===== config.mk =====
export PLATFORM = sky130hd
export DESIGN_NAME = tx_enable_arb
export DESIGN_NICKNAME = d
export VERILOG_FILES = /design/src/rtl/tx_enable_pkg.sv /design/src/rtl/tx_enable_arb_rr_pick.sv /design/src/rtl/tx_enable_arb.sv
export SDC_FILE = /design/constraint.sdc
export NUM_CORES = 1
export LEC_CHECK = 0
export CORE_MARGIN = 3
export CORE_UTILIZATION = 35
export CTS_BUF_LIST = sky130_fd_sc_hd__clkbuf_4 sky130_fd_sc_hd__clkbuf_8
export DETAILED_ROUTE_END_ITERATION = 10
export PLACE_DENSITY = 0.65
export SYNTH_ARGS = -nofsm -noshare
export SYNTH_HDL_FRONTEND = slang
export SYNTH_SLANG_ARGS = --single-unit
export TNS_END_PERCENT = 1

===== constraint.sdc =====
create_clock -name clk -period 1.8 [get_ports clk]
set_input_delay 0.27 -clock clk [delete_from_list [all_inputs] [get_ports clk]]
set_output_delay 0.27 -clock clk [all_outputs]
set_load 0.005 [all_outputs]

===== src/rtl/tx_enable_pkg.sv =====
// ---------------------------------------------------------------------------
// tx_enable_pkg
// Shared definitions for the multi-channel UART transmit-enable arbiter.
//   tx_state_t       : arbiter FSM state encoding
//   DEFAULT_TIMEOUT  : default SEND abort limit in clk cycles (only used when
//                      TX_ENABLE_TIMEOUT_EN is defined)
// ---------------------------------------------------------------------------
package tx_enable_pkg;

    typedef enum logic [2:0] {
        IDLE    = 3'd0,
        SYNC    = 3'd1,
        ARM     = 3'd2,
        SEND    = 3'd3,
        RELEASE = 3'd4
    } tx_state_t;

    localparam int unsigned DEFAULT_TIMEOUT = 20000;

endpackage


===== src/rtl/tx_enable_arb_rr_pick.sv =====
// ---------------------------------------------------------------------------
// rr_pick
// Combinational round-robin selector: finds the first asserted request
// searching upward from ptr, wrapping from NUM_CH-1 back to 0.
// Ports:
//   req   in  NUM_CH          request vector
//   ptr   in  $clog2(NUM_CH)  search start index (must be < NUM_CH)
//   valid out 1               any request asserted
//   idx   out $clog2(NUM_CH)  index of selected request (meaningful when valid)
// ---------------------------------------------------------------------------
module rr_pick
    import tx_enable_pkg::*;
#(
    parameter int NUM_CH = 4
) (
    input  logic [NUM_CH-1:0]         req,
    input  logic [$clog2(NUM_CH)-1:0] ptr,
    output logic                      valid,
    output logic [$clog2(NUM_CH)-1:0] idx
);

    localparam int SEL_W = $clog2(NUM_CH);
    localparam logic [SEL_W:0] NUM_CH_W = (SEL_W + 1)'(NUM_CH);

    // rot[k] is the request of channel (ptr + k) mod NUM_CH, so the lowest
    // set bit of rot is the round-robin winner.
    logic [NUM_CH-1:0] rot;
    logic [SEL_W-1:0]  rot_src [NUM_CH];

    for (genvar gi = 0; gi < NUM_CH; gi++) begin : g_rot
        logic [SEL_W:0] pos;
        assign pos          = {1'b0, ptr} + (SEL_W + 1)'(gi);
        assign rot_src[gi]  = (pos >= NUM_CH_W) ? SEL_W'(pos - NUM_CH_W)
                                                : pos[SEL_W-1:0];
        assign rot[gi]      = req[rot_src[gi]];
    end

    always_comb begin
        valid = |rot;
        idx   = rot_src[0];
        // Descending scan: the last hit written is the lowest offset.
        for (int k = NUM_CH - 1; k >= 0; k--) begin
            if (rot[k]) begin
                idx = rot_src[k];
            end
        end
    end

endmodule


===== src/rtl/tx_enable_arb.sv =====
// ---------------------------------------------------------------------------
// tx_enable_arb
// Round-robin arbiter letting NUM_CH requesters share one UART transmitter.
// Each character start is aligned to a genuine rising edge of the baud clock
// and enableOut is held until the transmitter reports charSent.
//
// Optional feature macro: TX_ENABLE_TIMEOUT_EN
//   defined   : SEND aborts after TIMEOUT cycles without charSent, pulsing
//               timeoutErr on the owner's bit (TIMEOUT parameter and
//               timeoutErr port exist only in this build)
//   undefined : SEND waits indefinitely for charSent
//
// Ports:
//   clk        in  1       system clock, rising edge
//   reset      in  1       asynchronous active-low reset
//   enableIn   in  NUM_CH  per-channel request level
//   clk9600    in  1       baud clock, asynchronous to clk
//   charSent   in  1       transmitter done strobe
//   enableOut  out 1       transmit enable to the shared shifter
//   grant      out NUM_CH  one-hot current owner, zero when idle
//   selCh      out log2    index of current or last owner
//   done       out NUM_CH  one-cycle pulse on owner's bit at completion
//   busy       out 1       high in every state except IDLE
//   timeoutErr out NUM_CH  one-cycle pulse on abort (timeout build only)
// ---------------------------------------------------------------------------
module tx_enable_arb
    import tx_enable_pkg::*;
#(
    parameter int NUM_CH = 4
`ifdef TX_ENABLE_TIMEOUT_EN
    ,
    parameter int unsigned TIMEOUT = DEFAULT_TIMEOUT
`endif
) (
    input  logic                      clk,
    input  logic                      reset,
    input  logic [NUM_CH-1:0]         enableIn,
    input  logic                      clk9600,
    input  logic                      charSent,
    output logic                      enableOut,
    output logic [NUM_CH-1:0]         grant,
    output logic [$clog2(NUM_CH)-1:0] selCh,
    output logic [NUM_CH-1:0]         done,
    output logic                      busy
`ifdef TX_ENABLE_TIMEOUT_EN
    ,
    output logic [NUM_CH-1:0]         timeoutErr
`endif
);

    localparam int SEL_W = $clog2(NUM_CH);

    tx_state_t         state_reg, state_next;
    logic [SEL_W-1:0]  sel_reg, sel_next;
    logic [SEL_W-1:0]  rr_ptr_reg, rr_ptr_next;
    logic [NUM_CH-1:0] grant_reg, grant_next;
    logic [NUM_CH-1:0] done_reg, done_next;
    logic              baud_meta_reg, baud_sync_reg;

    logic              pick_valid;
    logic [SEL_W-1:0]  pick_idx;
    logic              owner_req;
    logic [NUM_CH-1:0] sel_onehot;

`ifdef TX_ENABLE_TIMEOUT_EN
    localparam int CNT_W = $clog2(TIMEOUT + 1);
    logic [CNT_W-1:0]  cnt_reg, cnt_next;
    logic [NUM_CH-1:0] tmo_reg, tmo_next;
`endif

    // Two-flop synchronizer for the asynchronous baud clock.
    always_ff @(posedge clk or negedge reset) begin
        if (!reset) begin
            baud_meta_reg <= 1'b0;
            baud_sync_reg <= 1'b0;
        end else begin
            baud_meta_reg <= clk9600;
            baud_sync_reg <= baud_meta_reg;
        end
    end

    rr_pick #(
        .NUM_CH (NUM_CH)
    ) u_rr_pick (
        .req    (enableIn),
        .ptr    (rr_ptr_reg),
        .valid  (pick_valid),
        .idx    (pick_idx)
    );

    assign owner_req  = enableIn[sel_reg];
    assign sel_onehot = NUM_CH'(1) << sel_reg;

    always_comb begin
        state_next  = state_reg;
        sel_next    = sel_reg;
        rr_ptr_next = rr_ptr_reg;
        grant_next  = grant_reg;
        done_next   = '0;
`ifdef TX_ENABLE_TIMEOUT_EN
        cnt_next    = cnt_reg;
        tmo_next    = '0;
`endif
        case (state_reg)
            IDLE: begin
                if (pick_valid) begin
                    sel_next   = pick_idx;
                    grant_next = NUM_CH'(1) << pick_idx;
                    state_next = SYNC;
                end
            end
            SYNC: begin
                if (!owner_req) begin
                    grant_next = '0;
                    state_next = IDLE;
                end else if (!baud_sync_reg) begin
                    state_next = ARM;
                end
            end
            ARM: begin
                // Withdrawal beats a coincident baud edge.
                if (!owner_req) begin
                    grant_next = '0;
                    state_next = IDLE;
                end else if (baud_sync_reg) begin
                    state_next = SEND;
`ifdef TX_ENABLE_TIMEOUT_EN
                    cnt_next   = '0;
`endif
                end
            end
            SEND: begin
                if (charSent) begin
                    done_next  = sel_onehot;
                    state_next = RELEASE;
`ifdef TX_ENABLE_TIMEOUT_EN
                end else if (cnt_reg == CNT_W'(TIMEOUT - 1)) begin
                    // This is the TIMEOUT-th SEND cycle with no completion.
                    tmo_next   = sel_onehot;
                    state_next = RELEASE;
                end else begin
                    cnt_next   = cnt_reg + 1'b1;
`endif
                end
            end
            RELEASE: begin
                if (!owner_req) begin
                    grant_next  = '0;
                    rr_ptr_next = (sel_reg == SEL_W'(NUM_CH - 1)) ? '0
                                                                  : sel_reg + 1'b1;
                    state_next  = IDLE;
                end
            end
            default: begin
                grant_next = '0;
                state_next = IDLE;
            end
        endcase
    end

    always_ff @(posedge clk or negedge reset) begin
        if (!reset) begin
            state_reg  <= IDLE;
            sel_reg    <= '0;
            rr_ptr_reg <= '0;
            grant_reg  <= '0;
            done_reg   <= '0;
`ifdef TX_ENABLE_TIMEOUT_EN
            cnt_reg    <= '0;
            tmo_reg    <= '0;
`endif
        end else begin
            state_reg  <= state_next;
            sel_reg    <= sel_next;
            rr_ptr_reg <= rr_ptr_next;
            grant_reg  <= grant_next;
            done_reg   <= done_next;
`ifdef TX_ENABLE_TIMEOUT_EN
            cnt_reg    <= cnt_next;
            tmo_reg    <= tmo_next;
`endif
        end
    end

    // Moore decodes straight off the state register, so an asynchronous
    // reset drops them immediately.
    assign enableOut = (state_reg == SEND);
    assign busy      = (state_reg != IDLE);
    assign grant     = grant_reg;
    assign selCh     = sel_reg;
    assign done      = done_reg;
`ifdef TX_ENABLE_TIMEOUT_EN
    assign timeoutErr = tmo_reg;
`endif

endmodule


# == After elaboration in Yosys (flattened, before gate mapping) ==
# Cells that the tools add are included.
# Widths: inputs -> output; s select.
# op_classes
addsub,8
bitwise_logic,2
eq_ne,11
order_cmp,9
n_shift,2
mux,32
reduce_logical,8
# op_table
operator,count
$mux 3,7
$mux 2,9
$mux 4,4
$lt 2x3->1 const B,5
$pmux 3 s5,1
$pmux 4 s3,1
$bmux 1 s2,5
$ge 3x3->1 const B,3
$ne 2x2->1 const B,4
$shl 1x2->4 const A,2
$sub 2x1->2 const B,4
$add 2x2->3 const B,2
$eq 3x2->1 const B,2
$ne 3x3->1 const B,2
$mux 1,5
$reduce_and 5->1,1
$reduce_and 2->1,2
$reduce_or 4->1,1
$add 2x1->3 const B,1
$eq 3x1->1 const B,1
$eq 3x3->1 const B,1
$ge 2x3->1 const B,1
$logic_not 3->1,1
$reduce_and 3->1,1
other kinds (5),6
# word_totals
output_inout_bits,12
wordCells,79
input_bits,8
regBits,17

# == Depth between registers and ports, before layout ==
# logic_depth
depth_word,12
depth_mapped,4
ltp_nobuf,4

# == Hierarchy ==
# A second synthesis with hierarchy kept.
# hier_totals
cells_unflattened,99
area_unflattened_um2,999.7
# by_module_without_submodules
module,seq_area_each_um2,cells_per_inst,instances,area_each_um2
tx_enable_arb,425.4,83,1,899.6
rr_pick,0.0,16,1,100.1

# == Least setup slack after synthesis ==
# Ideal clock, no wire load.
# synth_path
path_type,register to register
from,register sel_reg[1] (netlist: selCh[1])
to,register rr_ptr_reg[1]
setup_slack_ns,0.218
t_required_ns,1.675
setup_ns,0.125
stages_incl_launch_ff,4
t_arrival_ns,1.458
n_path_buf,0
period_less_slack_ns,1.582
cell_sequence,dfrtp_1 -> mux4_2 -> nor2_1 -> mux2_2
# synth_between
elab_chain_cells,4
word_cells_on_any_way,7
classes_between,add/sub (1); eq/ne (1); mux (3); bitwise (1); reduce/logical (1)
# synth_rtl
item,line,text
start: declaration,tx_enable_arb.sv:54,"logic [SEL_W-1:0] sel_reg, sel_next;"
start signal: assignment,tx_enable_arb.sv:174,sel_reg <= sel_next;
$bmux 1 s2,tx_enable_arb.sv:91,assign owner_req = enableIn[sel_reg];
$mux 1 (not written as such),tx_enable_arb.sv:91,
$not 1->1 (no source line),--,
$reduce_and 2->1 (no source line),--,
end signal: assignment,tx_enable_arb.sv:175,rr_ptr_reg <= rr_ptr_next;
end: declaration,tx_enable_arb.sv:55,"logic [SEL_W-1:0] rr_ptr_reg, rr_ptr_next;"
# Parallel ways exist; a longest one is shown, timed or not. The select of a mux whose other input is x is not followed.
# A chain may end at the register's enable or synchronous reset.

# == Worst setup path after layout ==
# layout_path
from,register state_reg[0]
to,output busy
# layout_between
elab_chain_cells,1
# layout_rtl
item,line,text
start: declaration,tx_enable_arb.sv:53,"tx_state_t state_reg, state_next;"
start signal: assignment,tx_enable_arb.sv:173,state_reg <= state_next;
$reduce_bool 3->1,tx_enable_arb.sv:188,assign busy = (state_reg != IDLE);
end: declaration,tx_enable_arb.sv:44,output logic busy
# No other way between the ends.

==> metrics.md <==
| Metric | Value |
|---|---|
| TritonCTS clock tree | done |
| Synth Cell Area | 872 um2 |
| Flop-to-flop setup slack | 0.25 ns |
| Fraction of layout cells with a size suffix above 1 | 25.6% |
| Synth Register Bits | 17 |
| Port bufs | 19 |
| Fmax | 0.605 GHz |
| Slew Limit Fails | 0 |
| Final setup fails | 0 |
| Area grow syn2layout | 42.8% |
| Pleak | 0.586 nW |
| Unique cell type count in the Yosys netlist | 33 |
| Compound-cell area share of the yosys netlist | 15.2% |
| HP Class | input port to async pin |
| YS warnings | 0 |
| Initial Util | 38.0% |
| Power Total | 1.73 mW |
| Fin crit period | 1.65 ns |
| Final wirelength | 1820 um |
| Final period utilization | 91.8% |
| Status | finished clean |
| Worst Skew | 0.00710 ns |
| Vias in the first global route | 708 |
| Diodes inserted | 0 |
| Adder-cell share of the synthesized area | 5.74% |
| Rows | 17 |
| Initial DRT Pass Iterations | 3 |
| Total die area | 3130 um2 |
| Sequential element share of the synthesized area | 48.8% |
| Worst-path clk slew | 0.10 ns |
| Crit. End Element | primary output |
| Num ports | 20 |
| Mapped Nets | 90 |
| First-pass GRT wire length | 3170 um |
| Post-Synth Simple-Gate Area | 23.2% |
| Gr usage total | 12.8% |
| Global placement routability congestion | 0.833 |
| Post-synthesis mux area share | 5.16% |
| GRT overflow | 0 |
| PwrDens | 1390 nW/um2 |
| Vias per cell | 5.06 |
| Worst skew pair latency | 0.30 ns |
| Root Driver | clkbuf_4 |
| H-Tree Depth | 1 |
| Largest family of logic cells by synthesized area | simple AND/OR/NAND/NOR gates |
| Initial DRC count | 9 |
| Hold_buf cts | 0 |
| Die height | 55.9 um |
| Number of flops mapped to enable cells by yosys | 0 |
| CP Data Required Time | 1.53 ns |
| Post-Synth XOR/XNOR Area | 1.00% |
| R2R Path Start | selCh[1] |
| Initial antenna violation count | 0 |
| Max-cap violations | 0 |
| CTS Buffer Depth | 2 |
| Clock Sinks | 17 |
| Die W | 55.9 um |
| HPWL after detailed placement | 1400 um |
| Reg2Reg Depth | 5 |
| DRC errors left | 0 |
| Total CTS buffers | 3 |
| Slew HR | 78.4% |
| Syn Area/Cell | 11.2 um2 |
| Most common cell after layout, fill and taps aside | clkdlybuf4s50_1 |
| Design Area, Final | 1240 um2 |
| Via Count | 733 |
| Routed Antenna Nets | 0 |
| Setup TNS | 0 ns |
| Core Region | 2300 um2 |
| Final hold viol count | 0 |
| RSZ-0062 raised after global routing | false |
| Critical Path AT | 1.38 ns |
| Routed wire per std cell | 12.6 um |
| Crit path kind | register to primary output |
| Reg-to-reg endpoint | grant[2] |
| Ys flop type | dfrtp_1 |
| Area after DPL | 1190 um2 |
| Least-Margin Pin Slew | 0.321 ns |
| Post-synthesis async set-or-reset flop share | 100% |
| Syn Inst Count | 78 |
| VDD IR max | 0.754 mV |
| Fin nets | 130 |
| Largest net degree at the start of global routing | 18 |
| Critical-path maximum fanout | 4 |
| Most frequent cells in the layout | clkdlybuf4s50_1 (17), buf_4 (16), dfrtp_1 (15), nor2_1 (9), nand2_1 (6) |
| Crit path launch type | register |
| Hold slack | 0.287 ns |
-- where the power goes --
group	internal (mW)	switching, mW
clock	0.0829	0.122
sequential	0.495	0.104
combinational	0.545	0.384
total	1.12	0.609
-- stage by stage --
step	utilization (%)	std cells	setup WS [ns]
6_report	54.2	145	0.147
2_1_floorplan	-	78	0.218
3_3_place_gp	52.0	138	-0.120
5_1_grt	54.2	145	0.0866
4_1_cts	54.2	145	0.142
3_5_place_dp	52.0	138	-0.131
-- per-layer routing --
metal / wire [um] / vias up / track usage [%]
met5: 0 / - / 0
met4: 17 / 0 / 4.07
met3: 125 / 4 / 6.03
met2: 853 / 19 / 19.4
met1: 827 / 347 / 16.2
li1: - / 363 / -
-- worst max-delay path, cell delays in order (launching register included) --
cell and delay (ns):
dfrtp_2 0.44, or3_4 0.38, dlygate4sd2_1 0.27
-- cell type report --
| class | count | area, um2 |
|---|---|---|
| Clock buffer | 3 | 22.5 |
| Clock inverter | 1 | 5.00 |
| Fill cell | 213 | 1050 |
| Inverter | 2 | 7.51 |
| Multi-Input combinational cell | 59 | 439 |
| Sequential cell | 17 | 428 |
| Tap cell | 28 | 35.0 |
| Timing Repair Buffer | 35 | 308 |
-- cell families (layout without fill, tap and decap cells) --
group,Yosys count,after routing
AO/OA/AOI/OAI,17,17
XOR/XNOR,1,1
adder cells (fa/ha/maj),4,4
buffers and inverters,2,41
flip-flops,17,17
multiplexers,3,3
AND/OR/NAND/NOR,34,34
-- synth_stat cells, drive strengths merged, types with 2 or more instances --
cell type  instances  area [um2]
dfrtp             17         425
nor2               9        33.8
nand2              6        22.5
and3               4        25.0
ha                 4        50.1
o2bb2ai            4        35.0
and2b              3        22.5
o21ai              3        15.0
inv                2        7.51
mux2               2        22.5
nand2b             2        12.5
or2                2        15.0
-- worst max path at each step --
stage                             from  slack [ns]  depth (start not counted)            end
after floorplan               selCh[1]        0.22                          3  rr_ptr_reg[1]
after global placement     enableIn[3]       -0.12                          4  rr_ptr_reg[1]
after detailed placement   enableIn[0]       -0.13                          6       grant[3]
after CTS                 state_reg[0]        0.14                          2           busy
after global routing      state_reg[0]        0.09                          2           busy
final                     state_reg[0]        0.15                          2           busy
-- what timing repair did --
| action | CTS | global route |
|---|---|---|
| setup buffers | 3 | 0 |
| resized for setup | 4 | 0 |
| setup endpoints to repair | 2 | 0 |
Note: power is estimated with default switching activity, not from simulation.
